## config.mk

```make
export PLATFORM = sky130hd
export DESIGN_NAME = ex_bus_responder
export DESIGN_NICKNAME = d
export VERILOG_FILES = /design/src/rtl/ex_bus_responder.sv
export SDC_FILE = /design/constraint.sdc
export NUM_CORES = 1
export LEC_CHECK = 0
export BUFFER_PORTS_ARGS = -buffer_cell sky130_fd_sc_hd__buf_2
export CAP_MARGIN = 5
export CORE_MARGIN = 3
export CORE_UTILIZATION = 45
export CTS_CLUSTER_DIAMETER = 40
export DETAILED_ROUTE_END_ITERATION = 7
export GPL_ROUTABILITY_DRIVEN = 0
export PLACE_DENSITY = 0.78
export SLEW_MARGIN = 20
export SYNTH_ARGS = -nofsm -noshare
export SYNTH_HDL_FRONTEND = slang
export SYNTH_SLANG_ARGS = --single-unit
```

## constraint.sdc

```tcl
create_clock -name clk -period 2.7 [get_ports clk]
set_input_delay 0.675 -clock clk [delete_from_list [all_inputs] [get_ports clk]]
set_output_delay 0.675 -clock clk [all_outputs]
set_load 0.01 [all_outputs]
```

## src/rtl/ex_bus_responder.sv

```systemverilog
// ex_bus_responder
// Target-side endpoint of the external host bus in front of the four SPM
// banks. Host commands are queued in an in-order FIFO. Each command is issued
// to its bank only in a cycle where the CGRA side is not using that bank.
// Read data returns to the host two cycles after issue, with a one-cycle strobe.
//
// Ports:
//   clk, rst     - single clock, synchronous active-low reset
//   ex_bus       - host command {wen, ren, addr[A_W-1:0], data[D_W-1:0]}
//   ex_ready     - command FIFO not full (0 while reset is asserted)
//   ex_rdata     - read return data, qualified by ex_rvalid
//   ex_rvalid    - one-cycle read return strobe
//   spm_busy     - per-bank CGRA ownership; a busy bank is never driven
//   spm_en       - one-hot bank enable for the issuing command
//   spm_we       - write enable, qualified by spm_en
//   spm_addr     - word index within the bank
//   spm_wdata    - write data
//   spm_rdata    - bank read data, bank b at [b*D_W +: D_W], valid the cycle after enable
//   err_flags    - sticky: [0] command dropped on full FIFO, [1] wen and ren both high
//   cmd_cnt      - accepted command count, saturating at 16'hFFFF
module ex_bus_responder #(
    parameter int A_W   = 10,
    parameter int D_W   = 32,
    parameter int DEPTH = 4
) (
    input  logic                 clk,
    input  logic                 rst,
    input  logic [2+A_W+D_W-1:0] ex_bus,
    output logic                 ex_ready,
    output logic [D_W-1:0]       ex_rdata,
    output logic                 ex_rvalid,
    input  logic [3:0]           spm_busy,
    output logic [3:0]           spm_en,
    output logic                 spm_we,
    output logic [A_W-3:0]       spm_addr,
    output logic [D_W-1:0]       spm_wdata,
    input  logic [4*D_W-1:0]     spm_rdata,
    output logic [1:0]           err_flags,
    output logic [15:0]          cmd_cnt
);

    localparam int PW  = $clog2(DEPTH) + 1;
    localparam int E_W = 1 + A_W + D_W;
    localparam logic [PW-1:0] PTR_ONE = PW'(1);

    // Host command fields
    logic           bus_wen;
    logic           bus_ren;
    logic [A_W-1:0] bus_addr;
    logic [D_W-1:0] bus_data;
    logic           present;
    logic           push;

    assign bus_wen  = ex_bus[2+A_W+D_W-1];
    assign bus_ren  = ex_bus[A_W+D_W];
    assign bus_addr = ex_bus[D_W +: A_W];
    assign bus_data = ex_bus[D_W-1:0];
    assign present  = bus_wen | bus_ren;

    // Command FIFO: extra pointer MSB distinguishes full from empty
    logic [E_W-1:0] fifo_mem [DEPTH];
    logic [PW-1:0]  wr_ptr;
    logic [PW-1:0]  rd_ptr;
    logic           empty;
    logic           full;

    assign empty = (wr_ptr == rd_ptr);
    assign full  = (wr_ptr[PW-1] != rd_ptr[PW-1]) &&
                   (wr_ptr[PW-2:0] == rd_ptr[PW-2:0]);

    // ex_ready depends only on registered pointers, so a same-cycle pop
    // never admits an extra command into a full FIFO.
    assign ex_ready = rst && !full;
    assign push     = present && ex_ready;

    // Head entry decode
    logic [E_W-1:0] head;
    logic           head_we;
    logic [A_W-1:0] head_addr;
    logic [1:0]     head_bank;
    logic [D_W-1:0] head_data;
    logic           issue;

    assign head      = fifo_mem[rd_ptr[PW-2:0]];
    assign head_we   = head[E_W-1];
    assign head_addr = head[D_W +: A_W];
    assign head_bank = head_addr[A_W-1:A_W-2];
    assign head_data = head[D_W-1:0];

    // Strictly in-order: a busy head bank blocks all later entries
    assign issue = rst && !empty && !spm_busy[head_bank];

    always_comb begin
        spm_en = '0;
        spm_we = 1'b0;
        if (issue) begin
            spm_en[head_bank] = 1'b1;
            spm_we            = head_we;
        end
    end

    assign spm_addr  = head_addr[A_W-3:0];
    assign spm_wdata = head_data;

    // FIFO storage needs no reset; pointers define validity
    always_ff @(posedge clk) begin
        if (push) begin
            fifo_mem[wr_ptr[PW-2:0]] <= {bus_wen, bus_addr, bus_data};
        end
    end

    // Read return pipeline state
    logic       rd_pend;
    logic [1:0] rd_bank;

    always_ff @(posedge clk) begin
        if (!rst) begin
            wr_ptr    <= '0;
            rd_ptr    <= '0;
            rd_pend   <= 1'b0;
            rd_bank   <= '0;
            ex_rdata  <= '0;
            ex_rvalid <= 1'b0;
            err_flags <= '0;
            cmd_cnt   <= '0;
        end else begin
            if (push) begin
                wr_ptr <= wr_ptr + PTR_ONE;
                if (cmd_cnt != 16'hFFFF) begin
                    cmd_cnt <= cmd_cnt + 16'd1;
                end
                if (bus_wen && bus_ren) begin
                    err_flags[1] <= 1'b1;
                end
            end else if (present) begin
                err_flags[0] <= 1'b1;
            end

            if (issue) begin
                rd_ptr <= rd_ptr + PTR_ONE;
            end

            // Bank read data lands one cycle after the enable; capture it
            // then and strobe ex_rvalid the cycle after.
            rd_pend   <= issue && !head_we;
            rd_bank   <= head_bank;
            ex_rvalid <= rd_pend;
            if (rd_pend) begin
                ex_rdata <= spm_rdata[rd_bank*D_W +: D_W];
            end
        end
    end

endmodule
```

---- Word level (Yosys, flattened, before mapping) ----
Memory sizes are Yosys's and may differ from the RTL's. A register that Yosys moved wholly into a read port is not among the register bits.
Cells that the tools add are included.
word-level totals
  memories ................................ 1
  memory bits (writable) .................. 172
  bits of input ports ..................... 178
  output and inout port bits .............. 97
  logic and storage cells ................. 47
  register bits ........................... 60
memories
  name      words  bits a word  read ports  clocked after Yosys merged registers in  write ports  line  source
  fifo_mem  4      43           1           1                                        1            61    logic [E_W-1:0] fifo_mem [DEPTH];
operators by class
  muxes and demuxes ....................... 10
  shift-type cells ........................ 1
  bitwise operators ....................... 2
  equal/unequal tests ..................... 4
  add/subtract/negate cells ............... 3
  reductions and logical operators ........ 15
  magnitude comparators ................... 2
operators by type and width
  cell                   number
  $shiftx 128x8->32      1
  $add 16x1->16 const B  1
  $ne 16x16->1 const B   1
  $logic_and 1x1->1      8
  $add 3x1->3 const B    2
  $reduce_and 2->1       3
  $mux 1                 5
  $logic_not 1->1        4
  $mux 2                 2
  $mux 4                 1
  $eq 3x3->1             1
  $lt 2x3->1 const B     1
  $bmux 1 s2             1
  $demux 1 s2            1
  $eq 2x2->1             1
  $ge 2x1->1 const B     1
  $ne 1x1->1             1
  $not 1->1              1
  $or 1x1->1             1

---- Longest topological paths before layout ----
Gate-level depths: netlist of the first run.
  word-level depth ........................ 7
  mapped depth ............................ 6
  gate-level depth less buffers ........... 6

---- Least setup slack after synthesis of the first run ----
No wires, ideal clock.
  path kind ............................... input to register
  start point ............................. input rst
  end point ............................... memory fifo_mem[3][0] in the netlist's numbering (enable)
  library setup time ...................... 0.406 ns
  path buffers ............................ 1
  data arrival time ....................... 2.233 ns
  setup slack ............................. 0.061 ns
  data required time ...................... 2.294 ns
  cell stages on the path ................. 3
  cell sequence ........................... buf_2 o311a_1 and2_1
between the ends
  word-level cells in the longest chain between the ends .. 4
ends and longest elaborated chain
  item                          line  source
  from (decl)                   27    input logic rst,
  $logic_and 1x1->1             73    assign ex_ready = rst && !full;
  $logic_and 1x1->1             74    assign push = present && ex_ready;
  $mux 1                        107   if (push) begin
  $mux 1 (implied by the code)  108   fifo_mem[wr_ptr[PW-2:0]] <= {bus_wen, bus_addr, bus_data};
  to (decl)                     61
No other way between the ends.

==> impl_metrics.py, run 1 <==
metrics = {
    "route": {
        "drc": 0,
        "vias": 6007,
        "first_pass_iters": 4,
        "postRouteAntennaNets": 0,
        "vias_per_cell": 5.21,
        "wl_um": 23400,
        "routedWlPerCell_um": 20.3,
        "drt-initial-drc-count": 267,
    },
    "pwr": {
        "p_leak_nw": 4.91,
        "seq_power_share_pct": 37.5,
        "pwr_density_cell_mw_per_mm2": 885,
        "p_clk_share_pct": 41.3,
        "swShare_pct": 25.7,
        "combPwrFrac_pct": 21.2,
        "p_int_mw": 8.41,
        "ir_worst_vdd_v": 0.000406,
        "p_sw_mw": 2.92,
        "total_power_mw": 11.3,
    },
    "finish": {
        "layout_common_cells": "259 x buf_2, 172 x edfxtp_1, 75 x mux4_2",
        "final_common_cell": "buf_2",
        "drive_above_1_share_pct": 52.3,
        "nets": 1024,
        "final_area_sq_mm": 0.0128,
        "areaGrowthSynthToFinish_pct": 30.7,
        "fin_util_pct": 60.3,
        "fillers": 1635,
    },
    "floorplan": {
        "initial_utilization_pct": 46.1,
        "dieWidth_um": 154,
        "die-area_sq_mm": 0.0236,
        "fp-row-count": 53,
        "io_pins": 275,
        "core_sq_mm": 0.0212,
        "die_h_um": 154,
    },
    "outcome": {
        "failed_checks": "setup timing",
        "outcome": "complete, but fails checks",
    },
    "sta": {
        "slew_headroom_pct": 48.3,
        "finalHoldViolCount": 0,
        "skew_ns": 0.0261,
        "holdWs_ns": 0.391,
        "tightestPinTransition_ns": 0.770,
        "period_minus_slack_ns": 3.00,
        "max_freq_ghz": 0.334,
        "setup_ws_ns": -0.297,
        "slew_viol_final": 0,
        "rsz0062_at_grt": "yes",
        "finalSetupViolCount": 5,
        "fin_crit_sh_pct": 111,
    },
    "place": {
        "dpl_cell_area_sq_mm": 0.0113,
        "place_ws_ns": 0.117,
        "port_buffers": 274,
        "place_hpwl_um": 15900,
    },
    "clock_tree": {
        "tritoncts": "built",
        "cts_buffer_depth": 3,
        "cts_htree_levels": 2,
        "path_clk_slew_ns": 0.05,
        "cts_root_buffer": "clkbuf_16",
        "clk_latency_ns": 0.50,
        "cts_buffers": 37,
        "clock_sinks": 234,
    },
    "worst_setup_path": {
        "cpPeakStageDelay_ns": 0.61,
        "slowest_stage": "mux4_2",
        "crit_chain": "mux4_2 -> mux2i_1 -> mux2_4 -> nand3_4 -> nor3_4 -> buf_2",
        "worstPathRequired_ns": 2.03,
        "path_class": "reg -> out",
        "worstSetupEndpointType": "primary output",
        "setup.worst_path.start_class": "flip-flop",
        "critPathArrivalTime_ns": 2.32,
        "critPathMaxFanout": 6,
    },
    "logic_synthesis": {
        "synth_seq_cells": 234,
        "syn_area_per_cell_sq_um": 17.2,
        "yosysSeqAreaShare_pct": 65.4,
        "async_reset_ff_share_pct": 0,
        "synth-edff-count": 172,
        "synth.distinct_cells": 45,
        "yosysWarnings": 0,
        "synth_fp_nets": 753,
        "synth_ff_type": "edfxtp_1",
        "netlist_area_sq_mm": 0.00979,
        "netlist_instances": 569,
    },
    "global_routing": {
        "antenna_found_initial": 10,
        "grt_pass1_vias": 6425,
        "grt_usage_pct": 19.3,
        "grt_overflow": 0,
        "grt_max_degree": 48,
        "grt_pass1_wl_um": 35400,
    },
    "worst_hold_path": {
        "hold_path.class": "in -> reg",
        "min-delay-start": "ex_bus[29]",
    },
    "flow_run": {
        "max_cap_violations": 0,
    },
}
area by class of cell:
type / instances / area, sq um / area share (%)
antenna: 9 / 22.5 / 0.176
clock buffer: 44 / 1000 / 7.85
clock inverter: 23 / 246 / 1.93
inverter: 6 / 22.5 / 0.176
multi-input combinational: 260 / 2970 / 23.2
sequential: 234 / 6410 / 50.1
tap: 275 / 344 / 2.69
timing repair buffer: 301 / 1770 / 13.9
power groups by stage:
stage	logic, mW	clock network, mW	registers (mW)
4_1_cts	2.32	4.77	4.25
6_report	2.41	4.67	4.25
5_1_grt	2.59	4.95	4.27
3_3_place_gp	2.12	0	4.31
2_1_floorplan	1.70	0	4.29
3_5_place_dp	2.15	0	4.32
critical path: cells and delay by family, from the launching register on:
family | cells | cell delay (ns)
buffers and inverters | 1 | 0.15
AND/OR/NAND/NOR | 2 | 0.28
flip-flops | 1 | 0.36
multiplexers | 3 | 1.02
flip-flops by register name (all words and copies together), names as in the netlist, named ones only:
signal / count
rd_bank: 2
fifo_mem: 172
cmd_cnt: 16
rd_ptr: 3
ex_rvalid: 1
wr_ptr: 3
err_flags: 2
ex_rdata: 32
rd_pend: 1
cell usage after synthesis (2+ instances only):
master    number  share of area, %
edfxtp_1     172                53
mux4_2        75                17
dfxtp_1       62                13
nor2_1        50               1.9
mux2i_1       41               4.2
buf_4         40               3.1
nand2_1       18              0.69
clkbuf_1      16              0.61
buf_2          9              0.46
xnor2_1        8              0.72
ha_1           6              0.77
inv_1          6              0.23
nor3_1         6              0.31
and2_1         5              0.32
nand3_1        5              0.26
nand4_1        5              0.32
xor2_1         4              0.36
a21oi_1        3              0.15
buf_1          3              0.11
nor4_1         3              0.19
o31ai_1        3              0.23
a31oi_1        2              0.13
nand2b_1       2              0.13
nor2b_1        2              0.13
o211ai_1       2              0.15
or2_2          2              0.13
routing by layer:
| metal | global-route usage (%) | wire (um) | vias up |
|---|---|---|---|
| met5 | 0 | 13 | - |
| met4 | 10.2 | 1000 | 2 |
| met3 | 6.61 | 1960 | 48 |
| met2 | 32.8 | 11900 | 244 |
| li1 | - | - | 2749 |
| met1 | 21.7 | 8530 | 2964 |
worst paths after layout:
kind / slack (ns) / end / cells after the start
worst max-delay path: -0.30 / spm_en[1] / 6
worst min-delay path: 0.39 / fifo_mem[0][29] / 1
worst max register to register: 0.57 / flip-flop / 6
worst min register to register: 0.47 / err_flags[1] / 2
kinds of logic after synthesis:
group,synth area share [%]
flip-flops,65.4
AO/OA/AOI/OAI,1.51
multiplexers,21.6
XOR/XNOR,1.07
AND/OR/NAND/NOR,5.05
adder cells (fa/ha/maj),0.767
buffers and inverters,4.60
per-stage QoR:
step,TNS [ns],std cells
6_report,-1.41,1152
5_1_grt,-2.39,1152
4_1_cts,-1.70,1137
3_5_place_dp,0,1065
3_3_place_gp,0,1065
2_1_floorplan,0,569
timing repair:
item                       4_1_cts  5_1_grt
resized for setup               21        1
setup buffers                    5        5
pin swaps                        0        0
cloned                           0        1
hold buffers                     0        0
setup endpoints to repair        5       39
Note: power is estimated with default switching activity, not from simulation.
==> run 2: changes to the inputs <==
- PLACE_DENSITY: 0.78 -> 0.75
- clock period: 2.7 -> 3.08 ns (I/O delays scaled with it)
==> impl_metrics.py, run 2 (synthesis gave the netlist of run 1 again) <==
metrics = {
    "outcome": {
        "outcome": "complete, but fails checks",
        "failed_checks": "setup timing",
    },
    "worst_setup_path": {
        "worstPathRequired_ns": 2.31,
        "worstSetupEndpointType": "primary output",
        "setup.worst_path.start_class": "flip-flop",
        "critPathMaxFanout": 6,
        "r2r_cells": 6,
        "critPathArrivalTime_ns": 2.37,
        "r2r_setup_slack_ns": 0.96,
        "path_class": "reg -> out",
    },
    "route": {
        "first_pass_iters": 4,
        "postRouteAntennaNets": 0,
        "routed.top_layer": "met4",
        "wl_met3_um": 1890,
        "vias_per_cell": 5.26,
        "vias": 5975,
        "wl_met1_um": 8730,
        "drt-initial-drc-count": 313,
        "wl_um": 23800,
        "dr_wl_met2_um": 12500,
        "routedWlPerCell_um": 21.0,
        "drc": 0,
    },
    "floorplan": {
        "die-area_sq_mm": 0.0236,
        "core_sq_mm": 0.0212,
        "initial_utilization_pct": 46.1,
        "die_h_um": 154,
        "io_pins": 275,
        "fp-row-count": 53,
        "dieWidth_um": 154,
    },
    "sta": {
        "finalSetupViolCount": 5,
        "setup_ws_ns": -0.0640,
        "slew_viol_final": 0,
        "period_minus_slack_ns": 3.14,
        "finalHoldViolCount": 0,
        "skew_ns": 0.0294,
        "max_freq_ghz": 0.318,
        "slew_headroom_pct": 26.4,
        "fin_crit_sh_pct": 102,
        "tightestPinTransition_ns": 1.10,
        "rsz0062_at_grt": "yes",
    },
    "global_routing": {
        "grt_pass1_wl_um": 36000,
        "grt_max_degree": 48,
        "grt_usage_pct": 19.8,
        "antenna_found_initial": 7,
        "grt_overflow": 0,
        "grt_pass1_vias": 6188,
    },
    "clock_tree": {
        "path_clk_slew_ns": 0.05,
        "cts_root_buffer": "clkbuf_16",
        "clk_latency_ns": 0.49,
        "cts_buffers": 34,
        "cts_buffer_depth": 3,
        "clock_sinks": 234,
        "tritoncts": "built",
        "cts_htree_levels": 2,
    },
    "place": {
        "place_hpwl_um": 16700,
        "port_buffers": 274,
        "dpl_cell_area_sq_mm": 0.0113,
        "place_ws_ns": 0.285,
    },
    "finish": {
        "nets": 1014,
        "largest_reg_flops": 172,
        "areaGrowthSynthToFinish_pct": 28.6,
        "fillers": 1666,
        "final_area_sq_mm": 0.0126,
        "fin_util_pct": 59.4,
        "drive_above_1_share_pct": 51.9,
        "layout_common_cells": "274 x buf_2, 172 x edfxtp_1, 75 x mux4_2",
        "final_common_cell": "buf_2",
    },
    "worst_hold_path": {
        "whs_path_depth": 1,
        "hold_path.class": "reg -> reg",
        "min-delay-start": "err_flags[0]",
        "min_delay_worst_endpoint": "err_flags[0]",
    },
    "pwr": {
        "p_leak_nw": 4.82,
        "ir_worst_vdd_v": 0.000502,
        "pwr_density_cell_mw_per_mm2": 773,
    },
    "flow_run": {
        "max_cap_violations": 0,
    },
}
run 2: changes by cell type in the layout (fill, tap and decap cells not counted), moves of 3 or more:
cell | previous run | this run
buf_2 | 259 | 274
buf_6 | 13 | 2
buf_4 | 21 | 13
bufinv_16 | 3 | 6
clkinv_4 | 0 | 3
diode_2 | 9 | 6
inv_6 | 5 | 2
run 2: power breakdown:
| part | total, mW | switching, mW | internal, mW |
|---|---|---|---|
| combinational | 1.86 | 0.881 | 0.978 |
| sequential | 3.77 | 0.156 | 3.61 |
| clock | 4.12 | 1.37 | 2.74 |
run 2: final cells by class:
class,instances,area [sq um],area share (%)
inverters,6,22.5,0.179
multi-input cells,260,2970,23.6
well taps,275,344,2.73
repair buffers,294,1590,12.6
diodes,6,15.0,0.119
clock buffers,40,958,7.61
clock inverters,20,285,2.26
flip-flops and latches,234,6410,50.9
run 2: per-stage QoR:
| stage | total power [mW] | hold slack, ns | cells | setup TNS, ns |
|---|---|---|---|---|
| CTS | 9.86 | 0.474 | 1129 | -0.0231 |
| global route | 10.2 | 0.479 | 1134 | -0.801 |
| floorplan | 5.25 | 0.474 | 569 | 0 |
| finish | 9.74 | 0.468 | 1135 | -0.160 |
| detailed placement | 5.66 | 0.459 | 1064 | 0 |
| global placement | 5.62 | 0.446 | 1064 | 0 |
run 2: repair_timing:
action | in CTS | in global routing
setup endpoints to repair | 25 | 18
endpoints found under the hold margin | 0 | 0
resized for setup | 6 | 2
cloned | 0 | 0
buffers inserted | 5 | 0
hold buffers | 0 | 0
run 2: critical path, stage by stage (launching register included):
cell	delay, ns
dfxtp_4	0.37
mux4_2	0.60
mux2i_1	0.22
mux2_4	0.20
nand3_4	0.15
nor3_4	0.17
buf_2	0.16
run 2: worst max-delay path by stage:
stage / endpoint / slack (ns) / depth (start not counted)
final: spm_en[1] / -0.06 / 6
after global routing: spm_en[1] / -0.18 / 6
after CTS: spm_en[1] / -0.01 / 6
after detailed placement: spm_en[1] / 0.29 / 6
after global placement: spm_en[2] / 0.32 / 6
after floorplan: fifo_mem[3][0] / 0.35 / 3
run 2: layer usage:
| metal | global-route usage [%] | vias up |
|---|---|---|
| met5 | 0 | - |
| li1 | - | 2730 |
| met2 | 34.2 | 269 |
| met4 | 7.19 | 0 |
| met3 | 6.02 | 40 |
| met1 | 23.5 | 2936 |
==> run 3: changes to the inputs <==
- BUFFER_PORTS_ARGS: -buffer_cell sky130_fd_sc_hd__buf_2 -> unset
- CTS_BUF_LIST: unset -> sky130_fd_sc_hd__clkbuf_4 sky130_fd_sc_hd__clkbuf_8 sky130_fd_sc_hd__clkbuf_16
- DONT_BUFFER_PORTS: unset -> 1
- PLACE_DENSITY: 0.75 -> 0.65
==> impl_metrics.py, run 3 (synthesis gave the netlist of run 1 again) <==
metrics = {
    "clock_tree": {
        "path_clk_slew_ns": 0.06,
        "cts_htree_levels": 1,
        "cts_buffers": 30,
        "tritoncts": "built",
        "clock_sinks": 234,
        "clk_latency_ns": 0.53,
        "cts_buffer_depth": 3,
        "cts_root_buffer": "clkbuf_16",
    },
    "global_routing": {
        "grt_pass1_wl_um": 32400,
        "grt_max_degree": 49,
        "grt_pass1_vias": 5234,
        "grt_overflow": 0,
        "antenna_found_initial": 9,
        "grt_usage_pct": 17.9,
    },
    "worst_setup_path": {
        "setup.worst_path.start_class": "flip-flop",
        "critPathArrivalTime_ns": 2.29,
        "critPathMaxFanout": 6,
        "worstSetupEndpointType": "primary output",
        "path_class": "reg -> out",
        "worstPathRequired_ns": 2.31,
    },
    "finish": {
        "largest_reg_flops": 172,
        "layout_common_cells": "172 x edfxtp_1, 75 x mux4_2, 58 x dfxtp_1",
        "areaGrowthSynthToFinish_pct": 11.9,
        "final_common_cell": "edfxtp_1",
        "fin_util_pct": 51.7,
        "drive_above_1_share_pct": 28.5,
        "nets": 736,
        "fin_cells": 860,
    },
    "floorplan": {
        "die_h_um": 154,
        "dieWidth_um": 154,
        "core_sq_mm": 0.0212,
        "fp-row-count": 53,
        "io_pins": 275,
        "initial_utilization_pct": 46.1,
        "die-area_sq_mm": 0.0236,
    },
    "sta": {
        "finalHoldViolCount": 0,
        "period_minus_slack_ns": 3.06,
        "slew_headroom_pct": 32.4,
        "rsz0062_at_grt": "yes",
        "tightestPinTransition_ns": 1.01,
        "max_freq_ghz": 0.327,
        "setup_ws_ns": 0.0176,
        "skew_ns": 0.0217,
        "finalSetupTns_ns": 0,
        "holdWs_ns": 0.331,
        "finalSetupViolCount": 0,
        "fin_crit_sh_pct": 99.4,
        "slew_viol_final": 0,
    },
    "place": {
        "place_ws_ns": 0.448,
        "place_hpwl_um": 15000,
        "port_buffers": 0,
        "placed_cells": 789,
    },
    "route": {
        "drt-initial-drc-count": 301,
        "wl_um": 21700,
        "drc": 0,
        "vias": 4983,
        "postRouteAntennaNets": 0,
        "vias_per_cell": 5.79,
        "first_pass_iters": 4,
        "routedWlPerCell_um": 25.3,
    },
    "worst_hold_path": {
        "hold_path.class": "in -> reg",
    },
    "pwr": {
        "pwr_density_cell_mw_per_mm2": 801,
        "p_leak_nw": 3.54,
        "ir_worst_vdd_v": 0.000410,
    },
    "outcome": {
        "outcome": "completed",
    },
    "flow_run": {
        "max_cap_violations": 0,
    },
}
==> run 3: worst paths after layout <==
check / slack, ns / to / cells past startpoint / start
max: 0.02 / spm_en[0] / 6 / flip-flop
min: 0.33 / fifo_mem[3][26] / 0 / ex_bus[26]
max reg2reg: 0.65 / fifo_mem[3][20] / 4 / wr_ptr[0]
min reg2reg: 0.52 / flip-flop / 1 / rd_ptr[0]
==> run 3: layout make-up <==
cell class | instances | area [sq um]
Multi-Input combinational cell | 260 | 2970
Sequential cell | 234 | 6410
Timing Repair Buffer | 20 | 150
Inverter | 6 | 22.5
Fill cell | 1706 | 10300
Clock buffer | 33 | 791
Antenna cell | 10 | 25.0
Tap cell | 275 | 344
Clock inverter | 22 | 251
==> run 3: what timing repair did <==
item                                    4_1_cts  5_1_grt
pin swaps                                     1        0
cloned                                        0        0
endpoints found under the setup margin        5        5
hold buffers                                  0        0
buffers inserted                              5        1
gates resized for setup                       5        0
==> run 3: critical path, cell delays in order, from the launching register on <==
cell	delay, ns
dfxtp_4	0.37
mux4_2	0.59
mux2i_1	0.19
mux2_4	0.20
nand3_4	0.12
nor3_2	0.14
buf_4	0.16
==> run 3: where the power goes <==
group,switching (mW),internal (mW)
Combinational,0.746,0.717
Clock,1.33,2.21
Sequential,0.158,3.61
==> run 3: stage by stage <==
step / power, mW / area (sq um)
global route: 9.14 / 11000
CTS: 8.88 / 10900
floorplan: 5.25 / 9790
finish: 8.78 / 11000
detailed placement: 5.28 / 9830
global placement: 5.25 / 9830
==> run 3: routing by layer <==
metal	wire (um)	share of wire, %	global-route usage [%]
met5	14	0.064	0
met4	567	2.6	7.57
met3	2260	10	7.23
met2	11400	53	30.3
met1	7460	34	20.0
